--- src/rtl/ref_read_arbiter_if.sv ---
// ref_read_arbiter_if
//   Bundles the engine-side request/stream signals, the DRAM reader
//   request/stream signals and the arbiter status outputs.
//   modport master : arbiter view (drives acknowledges, reader request,
//                    broadcast block stream, grant/busy/statistics)
//   modport slave  : environment view (engines + DRAM reader)
//   Per-engine fields are packed, engine e at [e*25 +: 25] / bit [e].
interface ref_read_arbiter_if #(
  parameter int NUM_ENGINES = 4,
  parameter int REF_LENGTH  = 128
);
  logic [NUM_ENGINES*25-1:0] eng_ref_addr_in;
  logic [NUM_ENGINES*25-1:0] eng_ref_length_in;
  logic [NUM_ENGINES-1:0]    eng_ref_info_valid_in;
  logic [NUM_ENGINES-1:0]    eng_ref_info_rdy_out;
  logic [2*REF_LENGTH-1:0]   eng_ref_seq_block_out;
  logic [NUM_ENGINES-1:0]    eng_ref_seq_block_valid_out;
  logic [NUM_ENGINES-1:0]    eng_ref_seq_block_rdy_in;
  logic [24:0]               rd_addr_out;
  logic [24:0]               rd_length_out;
  logic                      rd_info_valid_out;
  logic                      rd_info_rdy_in;
  logic [2*REF_LENGTH-1:0]   rd_block_in;
  logic                      rd_block_valid_in;
  logic                      rd_block_rdy_out;
  logic [3:0]                grant_out;
  logic                      busy_out;
  logic [31:0]               blocks_fwd_out;

  modport master (
    input  eng_ref_addr_in, eng_ref_length_in, eng_ref_info_valid_in,
           eng_ref_seq_block_rdy_in, rd_info_rdy_in, rd_block_in,
           rd_block_valid_in,
    output eng_ref_info_rdy_out, eng_ref_seq_block_out,
           eng_ref_seq_block_valid_out, rd_addr_out, rd_length_out,
           rd_info_valid_out, rd_block_rdy_out, grant_out, busy_out,
           blocks_fwd_out
  );

  modport slave (
    output eng_ref_addr_in, eng_ref_length_in, eng_ref_info_valid_in,
           eng_ref_seq_block_rdy_in, rd_info_rdy_in, rd_block_in,
           rd_block_valid_in,
    input  eng_ref_info_rdy_out, eng_ref_seq_block_out,
           eng_ref_seq_block_valid_out, rd_addr_out, rd_length_out,
           rd_info_valid_out, rd_block_rdy_out, grant_out, busy_out,
           blocks_fwd_out
  );
endinterface

--- src/rtl/ref_read_arbiter.sv ---
// ref_read_arbiter
//   Round-robin arbiter sharing one DRAM reference reader among
//   NUM_ENGINES engines. A granted engine's (addr, length) request is
//   acknowledged, forwarded to the reader, and the returned blocks are
//   streamed back to that engine only (zero-latency ready/valid pass-through).
//   Ports:
//     clk  - system clock
//     rst  - synchronous reset, active low
//     bus  - ref_read_arbiter_if.master (engine requests/stream, reader
//            request/stream, grant_out, busy_out, blocks_fwd_out)
//   Build option: define REF_ARB_STATS_EN to enable the 32-bit forwarded
//   block counter on blocks_fwd_out; otherwise it is tied to zero.
module ref_read_arbiter #(
  parameter int NUM_ENGINES = 4,
  parameter int REF_LENGTH  = 128
) (
  input  logic                clk,
  input  logic                rst,
  ref_read_arbiter_if.master  bus
);

  typedef enum logic [1:0] {IDLE, ACK, ISSUE, STREAM} state_t;

  state_t                  state_q, state_d;
  logic [3:0]              grant_q, rr_ptr_q, pick_idx;
  logic                    pick_found;
  logic [24:0]             pick_addr, pick_len;
  logic [24:0]             addr_q, len_q, cnt_q;
  logic                    sel_blk_rdy, xfer;
  logic                    rd_info_valid, blk_rdy;
  logic [NUM_ENGINES-1:0]  info_rdy, blk_valid;
  logic [2*REF_LENGTH-1:0] blk_data;

  // First requester at or above rr_ptr, scanning with wrap-around.
  always_comb begin
    int unsigned idx;
    idx        = 0;
    pick_found = 1'b0;
    pick_idx   = '0;
    pick_addr  = '0;
    pick_len   = '0;
    for (int unsigned i = 0; i < NUM_ENGINES; i++) begin
      idx = (32'(rr_ptr_q) + i) % 32'(NUM_ENGINES);
      if (!pick_found && bus.eng_ref_info_valid_in[idx]) begin
        pick_found = 1'b1;
        pick_idx   = 4'(idx);
        pick_addr  = bus.eng_ref_addr_in[idx*25 +: 25];
        pick_len   = bus.eng_ref_length_in[idx*25 +: 25];
      end
    end
  end

  always_comb begin
    state_d       = state_q;
    info_rdy      = '0;
    blk_valid     = '0;
    sel_blk_rdy   = 1'b0;
    rd_info_valid = 1'b0;
    blk_rdy       = 1'b0;
    xfer          = 1'b0;
    for (int unsigned e = 0; e < NUM_ENGINES; e++) begin
      if (grant_q == 4'(e)) sel_blk_rdy = bus.eng_ref_seq_block_rdy_in[e];
    end
    case (state_q)
      IDLE: begin
        if (pick_found) state_d = ACK;
      end
      ACK: begin
        for (int unsigned e = 0; e < NUM_ENGINES; e++) begin
          info_rdy[e] = (grant_q == 4'(e));
        end
        state_d = (len_q != '0) ? ISSUE : IDLE;
      end
      ISSUE: begin
        rd_info_valid = 1'b1;
        if (bus.rd_info_rdy_in) state_d = STREAM;
      end
      STREAM: begin
        for (int unsigned e = 0; e < NUM_ENGINES; e++) begin
          blk_valid[e] = (grant_q == 4'(e)) && bus.rd_block_valid_in;
        end
        blk_rdy = sel_blk_rdy;
        xfer    = bus.rd_block_valid_in && sel_blk_rdy;
        if (xfer && (cnt_q == len_q - 25'd1)) state_d = IDLE;
      end
      default: state_d = IDLE;
    endcase
  end

  always_ff @(posedge clk) begin
    if (!rst) begin
      state_q  <= IDLE;
      rr_ptr_q <= '0;
      grant_q  <= '0;
      addr_q   <= '0;
      len_q    <= '0;
      cnt_q    <= '0;
    end else begin
      state_q <= state_d;
      if (state_q == IDLE && pick_found) begin
        grant_q <= pick_idx;
        addr_q  <= pick_addr;
        len_q   <= pick_len;
      end
      if (state_q == ISSUE && bus.rd_info_rdy_in) cnt_q <= '0;
      else if (xfer)                              cnt_q <= cnt_q + 25'd1;
      // Covers both the normal end of stream and the zero-length ACK exit.
      if (state_q != IDLE && state_d == IDLE) begin
        rr_ptr_q <= (grant_q == 4'(NUM_ENGINES - 1)) ? '0 : grant_q + 4'd1;
      end
    end
  end

`ifdef REF_ARB_STATS_EN
  logic [31:0] stats_q;
  always_ff @(posedge clk) begin
    if (!rst)      stats_q <= '0;
    else if (xfer) stats_q <= stats_q + 32'd1;
  end
  assign bus.blocks_fwd_out = stats_q;
`else
  assign bus.blocks_fwd_out = '0;
`endif

  assign blk_data                        = bus.rd_block_in;
  assign bus.eng_ref_seq_block_out       = blk_data;
  assign bus.eng_ref_info_rdy_out        = info_rdy;
  assign bus.eng_ref_seq_block_valid_out = blk_valid;
  assign bus.rd_addr_out                 = addr_q;
  assign bus.rd_length_out               = len_q;
  assign bus.rd_info_valid_out           = rd_info_valid;
  assign bus.rd_block_rdy_out            = blk_rdy;
  assign bus.grant_out                   = grant_q;
  assign bus.busy_out                    = (state_q != IDLE);

endmodule

--- src/flat_wrapper.sv ---
// flat-port wrapper written by rule: the top's interface ports become plain ports
module ref_read_arbiter_flat 
#(
  parameter int NUM_ENGINES = 4,
  parameter int REF_LENGTH  = 128
)
  (clk, rst, bus_eng_ref_addr_in, bus_eng_ref_length_in, bus_eng_ref_info_valid_in, bus_eng_ref_seq_block_rdy_in, bus_rd_info_rdy_in, bus_rd_block_in, bus_rd_block_valid_in, bus_eng_ref_info_rdy_out, bus_eng_ref_seq_block_out, bus_eng_ref_seq_block_valid_out, bus_rd_addr_out, bus_rd_length_out, bus_rd_info_valid_out, bus_rd_block_rdy_out, bus_grant_out, bus_busy_out, bus_blocks_fwd_out);
  ref_read_arbiter_if #(.NUM_ENGINES(NUM_ENGINES), .REF_LENGTH(REF_LENGTH)) bus_i ();
  input  logic clk;
  input  logic rst;
  input wire logic [$bits(bus_i.eng_ref_addr_in)-1:0] bus_eng_ref_addr_in;
  input wire logic [$bits(bus_i.eng_ref_length_in)-1:0] bus_eng_ref_length_in;
  input wire logic [$bits(bus_i.eng_ref_info_valid_in)-1:0] bus_eng_ref_info_valid_in;
  input wire logic [$bits(bus_i.eng_ref_seq_block_rdy_in)-1:0] bus_eng_ref_seq_block_rdy_in;
  input wire logic [$bits(bus_i.rd_info_rdy_in)-1:0] bus_rd_info_rdy_in;
  input wire logic [$bits(bus_i.rd_block_in)-1:0] bus_rd_block_in;
  input wire logic [$bits(bus_i.rd_block_valid_in)-1:0] bus_rd_block_valid_in;
  output wire logic [$bits(bus_i.eng_ref_info_rdy_out)-1:0] bus_eng_ref_info_rdy_out;
  output wire logic [$bits(bus_i.eng_ref_seq_block_out)-1:0] bus_eng_ref_seq_block_out;
  output wire logic [$bits(bus_i.eng_ref_seq_block_valid_out)-1:0] bus_eng_ref_seq_block_valid_out;
  output wire logic [$bits(bus_i.rd_addr_out)-1:0] bus_rd_addr_out;
  output wire logic [$bits(bus_i.rd_length_out)-1:0] bus_rd_length_out;
  output wire logic [$bits(bus_i.rd_info_valid_out)-1:0] bus_rd_info_valid_out;
  output wire logic [$bits(bus_i.rd_block_rdy_out)-1:0] bus_rd_block_rdy_out;
  output wire logic [$bits(bus_i.grant_out)-1:0] bus_grant_out;
  output wire logic [$bits(bus_i.busy_out)-1:0] bus_busy_out;
  output wire logic [$bits(bus_i.blocks_fwd_out)-1:0] bus_blocks_fwd_out;
  assign bus_i.eng_ref_addr_in = bus_eng_ref_addr_in;
  assign bus_i.eng_ref_length_in = bus_eng_ref_length_in;
  assign bus_i.eng_ref_info_valid_in = bus_eng_ref_info_valid_in;
  assign bus_i.eng_ref_seq_block_rdy_in = bus_eng_ref_seq_block_rdy_in;
  assign bus_i.rd_info_rdy_in = bus_rd_info_rdy_in;
  assign bus_i.rd_block_in = bus_rd_block_in;
  assign bus_i.rd_block_valid_in = bus_rd_block_valid_in;
  assign bus_eng_ref_info_rdy_out = bus_i.eng_ref_info_rdy_out;
  assign bus_eng_ref_seq_block_out = bus_i.eng_ref_seq_block_out;
  assign bus_eng_ref_seq_block_valid_out = bus_i.eng_ref_seq_block_valid_out;
  assign bus_rd_addr_out = bus_i.rd_addr_out;
  assign bus_rd_length_out = bus_i.rd_length_out;
  assign bus_rd_info_valid_out = bus_i.rd_info_valid_out;
  assign bus_rd_block_rdy_out = bus_i.rd_block_rdy_out;
  assign bus_grant_out = bus_i.grant_out;
  assign bus_busy_out = bus_i.busy_out;
  assign bus_blocks_fwd_out = bus_i.blocks_fwd_out;
  ref_read_arbiter #(.NUM_ENGINES(NUM_ENGINES), .REF_LENGTH(REF_LENGTH)) u_core (.clk(clk), .rst(rst), .bus(bus_i));
endmodule
--- config.mk ---
export PLATFORM = sky130hd
export DESIGN_NAME = ref_read_arbiter_flat
export DESIGN_NICKNAME = d
export VERILOG_FILES = /design/src/rtl/ref_read_arbiter_if.sv /design/src/rtl/ref_read_arbiter.sv /design/src/flat_wrapper.sv
export SDC_FILE = /design/constraint.sdc
export NUM_CORES = 1
export LEC_CHECK = 0
export BUFFER_PORTS_ARGS = -buffer_cell sky130_fd_sc_hd__buf_2
export CAP_MARGIN = 40
export CORE_AREA = 2 2 324 326
export CTS_CLUSTER_SIZE = 16
export DETAILED_ROUTE_END_ITERATION = 10
export DIE_AREA = 0 0 326 328
export PLACE_DENSITY_LB_ADDON = 0.1
export SYNTH_ARGS = -nofsm -noshare
export SYNTH_HDL_FRONTEND = slang
export SYNTH_SLANG_ARGS = --single-unit
--- constraint.sdc ---
create_clock -name clk -period 2.3 [get_ports clk]
set_input_delay 0 -clock clk [delete_from_list [all_inputs] [get_ports clk]]
set_output_delay 0 -clock clk [all_outputs]
set_load 0.1 [all_outputs]
Word-level counts from Yosys, hierarchy flattened
Index checks and enable logic that the tools add are counted.
{ "totals": {"out_inout_bits": 353, "ramBits": 0, "ff_bits": 83, "inputBits": 468, "rom_bits": 0, "n_memories": 0, "latch_bits": 0} }
{ "op_classes": {"div_mod_pow": 0, "n_mul": 4, "n_eq_ne": 7, "mux": 39, "shifts": 8, "n_addsub": 6, "order_cmp": 4, "bitwise_logic": 1, "n_reduce_logical": 21} }
{ "ops": {"columns": ["op", "n"], "rows": [
  ["$shiftx A100 B33 Y25", 8],
  ["$mux W25", 8],
  ["$mul A2 B5 Y7 const B", 4],
  ["$add A25 B1 Y25 const B", 1],
  ["$eq A25 B25 Y1", 1],
  ["$reduce_bool A25 Y1", 1],
  ["$sub A25 B1 Y25 const B", 1],
  ["$mux W4", 5],
  ["$mux W1", 15],
  ["$logic_and A1 B1 Y1", 12],
  ["$lt A2 B3 Y1 const B", 4],
  ["$mux W2", 6],
  ["$bmux W1 S2", 4],
  ["$eq A4 B2 Y1 const B", 2],
  ["$pmux W2 S4", 1],
  ["$add A2 B1 Y2 const B", 2],
  ["$add A2 B2 Y2 const B", 2],
  ["$eq A2 B2 Y1 const B", 2],
  ["$eq A4 B1 Y1 const B", 1],
  ["$logic_not A2 Y1", 2],
  ["$logic_not A4 Y1", 1],
  ["$logic_not A1 Y1", 3],
  ["$eq A2 B1 Y1 const B", 1],
  ["$reduce_bool A2 Y1", 1],
  ["other kinds (2)", 2]
]} }

Depth between registers and ports, before layout
{ "depth": {"ltp_word": 16, "depth_mapped": 11, "mapped_depth_nobuf": 10} }

Worst setup path before layout
Ideal clock, no wire load.
{ "synth_path": {"kind": "register to register", "from": "register u_core.grant_q[1] (netlist: u_core.bus.grant_out[1])", "to": "register u_core.cnt_q[22]", "arrival_time_ns": 3.128, "required_time_ns": 2.172, "setup_time_ns": 0.128, "slack_ns": -0.955, "path_stages_with_launch": 12, "path_cell_list": "dfxtp_1 > inv_1 > ha_1 > nand3b_1 > a211oi_1 > and2_1 > clkbuf_1 > nand3_1 > nor4_1 > nand3_1 > xor2_1 > nor2_1"} }
{ "synth_via": {"elab_chain_cells": 7, "elab_cells_between_ends": 10, "classes_between": "eq/ne: 3; mux: 5; reduce/logical: 2"} }
{ "synth_rtl": {"columns": ["element", "line_no", "text"], "rows": [
  ["start: declaration", "ref_read_arbiter.sv:25", "logic [3:0] grant_q, rr_ptr_q, pick_idx;"],
  ["start signal: assignment", "ref_read_arbiter.sv:101", "grant_q <= pick_idx;"],
  ["$logic_not A4 Y1", "ref_read_arbiter.sv:62", "if (grant_q == 4'(e)) sel_blk_rdy = bus.eng_ref_seq_block_rdy_in[e];"],
  ["$mux W1 (3 in a row)", "ref_read_arbiter.sv:62", null],
  ["$mux W1 *", "ref_read_arbiter.sv:62", null],
  ["$logic_and A1 B1 Y1 *", "ref_read_arbiter.sv:83", "xfer = bus.rd_block_valid_in && sel_blk_rdy;"],
  ["$mux W1 *", "ref_read_arbiter.sv:64", "case (state_q)"],
  ["end signal: assignment", "ref_read_arbiter.sv:106", "else if (xfer) cnt_q <= cnt_q + 25'd1;"],
  ["end: declaration", "ref_read_arbiter.sv:28", "logic [24:0] addr_q, len_q, cnt_q;"]
]} }
Every way passes the cells marked *; elsewhere a longest branch is shown, timed or not.
A chain may end at the register's enable or synchronous reset.

Worst setup path in the final report
{ "layout_path": {"from": "register u_core.len_q[5] (netlist: u_core.bus.rd_length_out[5])", "to": "register u_core.rr_ptr_q[0]"} }
{ "layout_via": {"elab_chain_cells": 7, "elab_cells_between_ends": 9, "classes_between": "add/sub: 1; eq/ne: 1; mux: 3; reduce/logical: 4"} }
{ "layout_rtl": {"columns": ["element", "line_no", "text"], "rows": [
  ["start: declaration", "ref_read_arbiter.sv:28", null],
  ["start signal: assignment", "ref_read_arbiter.sv:103", "len_q <= pick_len;"],
  ["$sub A25 B1 Y25", "ref_read_arbiter.sv:84", "if (xfer && (cnt_q == len_q - 25'd1)) state_d = IDLE;"],
  ["$eq A25 B25 Y1", "ref_read_arbiter.sv:84", null],
  ["$logic_and A1 B1 Y1", "ref_read_arbiter.sv:84", null],
  ["$mux W2", "ref_read_arbiter.sv:84", null],
  ["$pmux W2 S4 *", "ref_read_arbiter.sv:64", null],
  ["$logic_not A2 Y1 *", "ref_read_arbiter.sv:108", "if (state_q != IDLE && state_d == IDLE) begin"],
  ["$logic_and A1 B1 Y1 *", "ref_read_arbiter.sv:108", null],
  ["end signal: assignment", "ref_read_arbiter.sv:109", "rr_ptr_q <= (grant_q == 4'(NUM_ENGINES - 1)) ? '0 : grant_q + 4'd1;"],
  ["end: declaration", "ref_read_arbiter.sv:25", null]
]} }
Marked as above.

==> impl_metrics.yaml <==
grt:
  grt_pass1_wl_mm: 78.0
  gr-total-overflow: 0
  grt_start_max_net_pins: 75
  grt_pass1_vias: 10497
  antenna_found_initial: 24
  grt_usage_pct: 10.0
cts:
  cts_tree: "done"
  h-tree-depth: 3
  cts_buffers: 9
  clkSinkCount: 81
  cts_max_path_buffers: 2
  clk-insertion-delay-late_ns: 0.39
  clk_pin_slew_worst_paths_ns: 0.08
  root_buffer: "clkbuf_16"
yosys:
  ys_warn_count: 0
  yosys-top-cells-count: "290 x buf_4, 100 x mux4_2, 83 x mux2i_1"
  yosys.area.top_type: "mux4_2"
  syn_area_um2: 11200
  syn_avg_cell_area_um2: 8.93
  syn-instance-count: 1259
  yosysUniqueCellTypes: 62
  synth_flop_cell: "dfxtp_1"
  yosysMostFrequentCell: "buf_4"
  ys_seq_elements: 81
  synth_edf_count: 0
  synth-seq-area-share_pct: 14.4
  synth_top_area_share_pct: 20.0
  netlist_top_cells_area: "mux4_2 20%, buf_4 19%, dfxtp_1 14%"
  async_reset_ff_share_pct: 0
sta:
  drv_slew: 0
  finalCritPeriodShare_pct: 112
  finalCriticalPeriod_ns: 2.57
  fin_skew_ns: 0.0201
  setup_slack_ns: -0.275
  max_clock_freq_mhz: 388
  hold_viol_final: 0
  tightest_slew_ns: 0.630
  whs_ns: 0.0000279
  rsz0062_at_grt: "true"
  setup_viol: 8
  maxSlewHeadroom_pct: 58.3
worst_setup_path:
  crit_path_end_kind: "register"
  critPathSlowestCell: "nor4_4"
  path_max_fanout: 7
  path_class: "register to register"
  start_kind: "register"
  cp.required_ns: 2.61
  crit_chain: "nor4_4 -> nand4_4 -> or3_1 -> a31oi_1 -> a21oi_2 -> nor4_1 -> a2bb2o_2 -> mux2i_1"
  crit_arrival_ns: 2.88
  critPathMaxStageDelay_ns: 0.46
layout:
  nets: 1880
  instances_no_fill: 2800
  drive_gt1_share_pct: 51.9
  syn_to_final_growth_pct: 31.3
  stdcell_area_um2: 14800
  utilization_pct: 14.3
status:
  violations: "negative setup slack"
  outcome: "complete, but fails checks"
routing:
  initialDrtViolationCount: 392
  vias_per_cell: 3.67
  wl_per_cell_um: 20.1
  ant_nets: 0
  vias: 10271
  drc: 0
  wl_mm: 56.2
  drt-pass1-iter-count: 5
floorplanning:
  num_rows: 118
  die_y_um: 328
  die_w_um: 326
  core_um2: 103000
  die_area_um2: 107000
  start_util_pct: 10.9
  io_pins: 821
flow_run:
  maxCapViolCount: 0
place:
  dp_hpwl_mm: 45.4
  place_area_um2: 13700
  dp.cells: 2741
  port_buffers: 274
  gp_congestion: 0.735
power_and_ir_drop:
  vdd_ir_drop_max_uv: 425
  powerDensity_nw_per_um2: 494
  p_leak_uw: 0.00521
  power_uw: 7290
min_path:
  worstHoldPathType: "input port to output pin"
==> registers in the layout, summed over array words and instances, names as in the netlist <==
signal                    flops
u_core.cnt_q                 25
u_core.state_q                2
u_core.rr_ptr_q               2
u_core.bus.grant_out          2
u_core.bus.rd_length_out     25
u_core.bus.rd_addr_out       25
==> critical path, delay by kind of cell, from the launching register on <==
family / cells / cell delay (ns)
simple gates: 4 / 1.33
compound gates: 3 / 0.60
flops: 1 / 0.35
mux: 1 / 0.20
==> where the power goes <==
| group | total (µW) | switching (µW) | internal [µW] |
|---|---|---|---|
| combinational | 4150 | 2840 | 1300 |
| sequential | 1700 | 131 | 1570 |
| clock | 1450 | 717 | 732 |
| total | 7290 | 3690 | 3600 |
==> per-stage QoR <==
stage	worst slack, ns	TNS, ns
2_1_floorplan	-0.124	-0.382
3_5_place_dp	-0.419	-3.69
5_1_grt	-0.384	-3.06
3_3_place_gp	-0.472	-3.89
6_report	-0.275	-1.09
4_1_cts	-0.271	-1.21
==> logic make-up (layout without fill, tap and decap cells) <==
logic type                 after synthesis  in the layout  synth area share [%]
and+or+nand+nor                        245            245                  11.6
DFF                                     81             81                  14.4
other                                    1             43                0.0333
buffers and inverters                  385            504                  22.8
xor gates and xnor gates                48             48                  3.74
muxes                                  205            205                  29.6
adders and majority gates                6              6                 0.667
AOI/OAI and AO/OA                      288            288                  17.1
==> placed cells by master (no fill, tap or decap), types with 18 or more instances in the layout <==
cell type	n
buf_2	272
dfxtp_1	55
o21ai_0	48
nor2_1	62
conb_1	34
a21oi_1	55
mux2i_1	83
mux4_2	100
a221oi_1	23
buf_4	166
o22ai_1	32
a211oi_1	18
nand2_1	44
o211ai_1	27
xor2_1	30
mux2_2	22
==> path summary, 6_finish.rpt <==
path                                            startpoint                                endpoint  slack, ns  cells past startpoint
setup / recovery  u_core.bus.rd_length_out[5]$_SDFFE_PN0P_         u_core.rr_ptr_q[0]$_SDFFE_PN0P_      -0.27                      8
hold / removal                         bus_rd_block_in[86]           bus_eng_ref_seq_block_out[86]    0.00003                      0
setup reg to reg  u_core.bus.rd_length_out[5]$_SDFFE_PN0P_         u_core.rr_ptr_q[0]$_SDFFE_PN0P_      -0.27                      8
hold reg to reg     u_core.bus.rd_addr_out[6]$_SDFFE_PN0P_  u_core.bus.rd_addr_out[6]$_SDFFE_PN0P_       0.46                      2
==> metal layers <==
metal	share of wire [%]	track usage (%)	routed length [µm]	vias up
met2	48	16.4	26900	336
met5	0.19	0	109	-
li1	-	-	-	4722
met3	6.6	2.99	3730	121
met1	42	12.5	23800	5074
met4	2.8	3.56	1570	18
==> area by class of cell <==
class	count	area (µm²)
fillers	11714	88400
multi-input cells	826	7730
repair buffers	476	3290
well taps	1380	1730
flip-flops and latches	81	1700
clock buffers	13	240
inverters	12	47.5
diodes	9	22.5
clock inverters	3	17.5
==> timing repair <==
action / in CTS / in global routing
hold buffers: 0 / 0
hold endpoints to repair: 0 / 0
pin swaps: 7 / 27
buffers inserted: 2 / 28
gates cloned: 1 / 4
setup endpoints to repair: 39 / 55
resized for setup: 39 / 66
Note: power is estimated with default switching activity, not from simulation.
